<file path="config.mk">
export PLATFORM = sky130hd
export DESIGN_NAME = tff_seq_ctrl
export DESIGN_NICKNAME = d
export VERILOG_FILES = /design/src/rtl/tff_seq_ctrl.sv
export SDC_FILE = /design/constraint.sdc
export NUM_CORES = 1
export LEC_CHECK = 0
export CORE_ASPECT_RATIO = 1.25
export CORE_MARGIN = 3
export CORE_UTILIZATION = 49
export DETAILED_ROUTE_END_ITERATION = 10
export PLACE_DENSITY_LB_ADDON = 0.3
export SETUP_SLACK_MARGIN = 0.05
export SLEW_MARGIN = 30
export SYNTH_ARGS = -nofsm -noshare
export SYNTH_HDL_FRONTEND = slang
export SYNTH_SLANG_ARGS = --single-unit
</file>
<file path="constraint.sdc">
create_clock -name clk -period 3.6 [get_ports clk]
set_input_delay 0.72 -clock clk [delete_from_list [all_inputs] [get_ports clk]]
set_output_delay 0.72 -clock clk [all_outputs]
set_load 0.02 [all_outputs]
</file>
<file path="src/rtl/tff_seq_ctrl.sv">
// tff_seq_ctrl: sequencer for a bank of T flip-flops used as a binary counter.
// It clears the bank, enables toggling until the fed-back count matches the
// latched limit, pulses done and counts the enabled cycles in ticks.
// Optional macro TFF_SEQ_DOWN_EN: when defined, dir_down selects a down count;
// when undefined, dir_down is ignored and the bank always counts up.
module tff_seq_ctrl #(
    parameter int unsigned WIDTH = 4
) (
    input  logic             clk,
    input  logic             reset,
    input  logic             start,
    input  logic             stop,
    input  logic [WIDTH-1:0] limit,
    input  logic             dir_down,
    input  logic [WIDTH-1:0] q_in,
    output logic [WIDTH-1:0] t_en,
    output logic             tff_reset,
    output logic             busy,
    output logic             done,
    output logic [7:0]       ticks
);

    localparam int unsigned TICK_W   = 8;
    localparam logic [TICK_W-1:0] TICK_MAX = '1;

    typedef enum logic [1:0] {
        S_IDLE  = 2'd0,
        S_CLEAR = 2'd1,
        S_RUN   = 2'd2,
        S_DONE  = 2'd3
    } state_e;

    state_e             state_q, state_d;
    logic [WIDTH-1:0]   limit_q, limit_d;
    logic               dir_q, dir_d;
    logic [TICK_W-1:0]  ticks_q, ticks_d;

    logic               dir_sel;
    logic [WIDTH-1:0]   t_raw;
    logic               terminal;

`ifdef TFF_SEQ_DOWN_EN
    // Direction request is honoured and latched at start.
    assign dir_sel = dir_down;
`else
    // Up-count-only build: the direction port stays but has no effect.
    logic unused_dir_down;
    assign unused_dir_down = dir_down;
    assign dir_sel         = 1'b0;
`endif

    // Ripple toggle enables: bit i toggles when all lower bits are 1 (up)
    // or all lower bits are 0 (down); bit 0 always toggles.
    always_comb begin
        logic and_acc;
        logic nor_acc;
        and_acc = 1'b1;
        nor_acc = 1'b1;
        t_raw   = '0;
        for (int unsigned i = 0; i < WIDTH; i++) begin
            t_raw[i] = dir_q ? nor_acc : and_acc;
            and_acc  = and_acc & q_in[i];
            nor_acc  = nor_acc & ~q_in[i];
        end
    end

    // Terminal count when the bank output equals the latched limit.
    assign terminal = (q_in == limit_q);

    // State and latched-parameter registers; reset returns to IDLE at once.
    always_ff @(posedge clk or posedge reset) begin
        if (reset) begin
            state_q <= S_IDLE;
            limit_q <= '0;
            dir_q   <= 1'b0;
            ticks_q <= '0;
        end else begin
            state_q <= state_d;
            limit_q <= limit_d;
            dir_q   <= dir_d;
            ticks_q <= ticks_d;
        end
    end

    // Next-state, latch control and toggle-enable gating.
    always_comb begin
        state_d = state_q;
        limit_d = limit_q;
        dir_d   = dir_q;
        ticks_d = ticks_q;
        t_en    = '0;
        unique case (state_q)
            S_IDLE: begin
                if (start && !stop) begin
                    state_d = S_CLEAR;
                    limit_d = limit;
                    dir_d   = dir_sel;
                    ticks_d = '0;
                end
            end
            S_CLEAR: begin
                state_d = stop ? S_IDLE : S_RUN;
            end
            S_RUN: begin
                if (stop) begin
                    state_d = S_IDLE;
                end else if (terminal) begin
                    state_d = S_DONE;
                end else begin
                    t_en = t_raw;
                    if (ticks_q != TICK_MAX) begin
                        ticks_d = ticks_q + TICK_W'(1);
                    end
                end
            end
            S_DONE: begin
                state_d = S_IDLE;
            end
            default: begin
                state_d = S_IDLE;
            end
        endcase
    end

    // Status decoded from the state register; bank reset also follows reset.
    assign tff_reset = reset | (state_q == S_CLEAR);
    assign busy      = (state_q == S_CLEAR) || (state_q == S_RUN);
    assign done      = (state_q == S_DONE);
    assign ticks     = ticks_q;

endmodule

</file>
==> results.md <==
- First-pass iteration count of the detailed router: 4
- CP max stage cell: clkdlybuf4s50_1
- Largest net degree at the start of global routing: 15
- Starting density of the core: 0.544
- Worst-path fanout max: 7
- Initial antenna violation count: 0
- All-layer global routing usage: 0.178
- Worst setup margin: 0.176 ns
- Synthesized Nets: 113
- Worst-margin pin slew: 0.546 ns
- Distinct cell type count after synthesis: 31
- R2R Setup Slk: 1.41 ns
- CP startpoint kind: primary input
- Antenna fix cells: 0
- Htree depth: 1
- Synth area leader: dfrtp_1
- Total Die Area: 2370 sq um
- Peak supply drop: 424 uV
- CP dominant cell by count: clkdlybuf4s50_1
- Yosys Warn Count: 0
- # DRC: 0
- Vias: 813
- Core Rows: 16
- Synth top area share: 0.392
- Core area: 1640 sq um
- Post_cts resized: 0
- Clock buffer depth: 2
- Min Hold Slack: 0.526 ns
- Vias in the first global route: 795
- Placed cells: 137
- Final Util: 0.733
- Clock skew: 0.00901 ns
- Post-DP HPWL: 1.54 mm
- Post-CTS Setup Inserts: 0
- P&R area growth vs syn: 34.7%
- Post-Syn Area: 893 sq um
- PortBufs: 26
- Commonest cells after routing, fill and taps aside: 26 x clkdlybuf4s50_1, 14 x dfrtp_1, 7 x inv_1, 7 x nand2_1, 6 x ha_1
- CTS sink count: 14
- Ratio of cells with drive above 1 in the final layout: 0.0650
- Clk_lat worst skew: 0.28 ns
- TritonCTS clock tree: done
- Pwr/cell area: 529 nW/um^2
- # IOs: 28
- Pre-CTS WS: 0.217 ns
- Vias per cell: 5.77
- Cells after Synth: 94
- Clk slew on worst S/H paths: 0.08 ns
- Placer Congestion: 0.807
- Average size of a mapped cell: 9.50 sq um
- Most common cell after layout, fill and taps aside: clkdlybuf4s50_1
- Synth area leaders: dfrtp_1 39%, ha_1 8.4%, mux2_1 5.0%
- Max cap viols: 0
- Critical Path Max Stage Delay: 0.60 ns
- Die H: 53.7 um
- Final Critical Period: 3.42 ns
- Antenna Nets Post-Route: 0
- Seq cells post-synth: 14
- Seq/Total Area, Yosys: 0.392
- Status: completed
- CTS Buf Count: 3
- Initial drt markers: 21
- Root buffer cell: clkbuf_4
- Final Non-Filler Cells: 141
- Hold/Removal Path Class: reg -> reg
- CP required: 2.88 ns
- Final setup fails: 0
- # fillers: 121
- Cts hold-fix bufs: 0
- P_leak: 0.513 nW
- Total congestion overflow: 0
- Layout Nets: 143
- Die width: 44.2 um
- Setup TNS: 0 ns
- Worst setup EP type: output pin
- RSZ-0062 raised after global routing: no
- Drt wl/cell: 13.7 um
- Total Wirelength: 1.93 mm
- First-pass GRT wire length: 3.15 mm
- Worst-path cell chain: clkdlybuf4s50_1 > nand2b_1 > a41oi_1 > and3_1 > and2_1 > clkdlybuf4s50_1
- WS Path Type: in -> out
- CP delay by family, top: buffers and inverters
- Fmax: 292 MHz
- Final Hold Vio Count: 0
- Slew HR: 0.635
- Final worst path period share: 0.951
- CP arrival: 2.70 ns
- Final-report max-slew violation count: 0
- Buffers & Inverters on Critical Path: 2
==> metal layers <==
| metal | vias up | share of wire | track usage |
|---|---|---|---|
| li1 | 403 | - | - |
| met1 | 378 | 0.43 | 0.195 |
| met2 | 28 | 0.51 | 0.337 |
| met3 | 4 | 0.050 | 0.0234 |
| met4 | 0 | 0.016 | 0.0754 |
| met5 | - | 0 | 0 |
==> sequential cells by signal, summed over array words and instances, names as in the netlist <==
signal and cells:
state_q 2, limit_q 4, ticks 8
==> worst paths after layout <==
path,startpoint,cells past startpoint,end
setup / recovery,stop,6,t_en[3]
hold / removal,limit_q[3],1,limit_q[3]
setup reg to reg,state_q[0],8,ticks[3]
hold reg to reg,limit_q[3],1,limit_q[3]
max in group asynchronous,reset,2,state_q[0]
min in group asynchronous,reset,2,ticks[5]
==> kinds of logic after synthesis <==
kind of cell               after synthesis  share of synthesized area
AOI/OAI and AO/OA                       17                      0.132
xor gates and xnor gates                 4                     0.0392
adders and majority gates                6                     0.0840
buffers and inverters                    9                     0.0476
DFF                                     14                      0.392
muxes                                    5                     0.0616
and+or+nand+nor                         39                      0.244
==> where the power goes <==
group          internal (W)  total, W  switching, W
sequential         0.000195  0.000230     0.0000350
combinational      0.000134  0.000291      0.000156
clock             0.0000616  0.000116     0.0000541
==> layout make-up <==
class,count,area (sq um),area share
multi-input cells,71,500,0.416
flip-flops and latches,14,350,0.291
repair buffers,27,268,0.222
clock buffers,4,36.3,0.0301
inverters,7,26.3,0.0218
well taps,18,22.5,0.0187
==> synthesized netlist by cell type <==
master	number
nand4b_1	1
xnor2_1	4
a221o_1	1
o211ai_2	1
nand3b_1	2
buf_2	1
and4_1	1
nand2_1	7
ha_1	6
nand2b_1	4
nor2_1	5
or2_2	2
or3_1	1
inv_1	7
mux2_1	4
o211ai_1	3
o21ai_0	1
buf_6	1
or4_1	2
o311ai_1	1
a31oi_1	1
and2_1	3
nand4_1	3
nand3_1	5
and3_1	3
dfrtp_1	14
a21oi_1	4
a22o_1	1
o21ai_1	3
mux2i_1	1
a41oi_1	1
==> per-stage QoR <==
step	total power (W)	area [sq um]
CTS	0.000641	1200
floorplan	0.000429	893
global route	0.000680	1200
finish	0.000636	1200
detailed placement	0.000526	1170
global placement	0.000513	1170
Power figures use the tool's default switching activity.
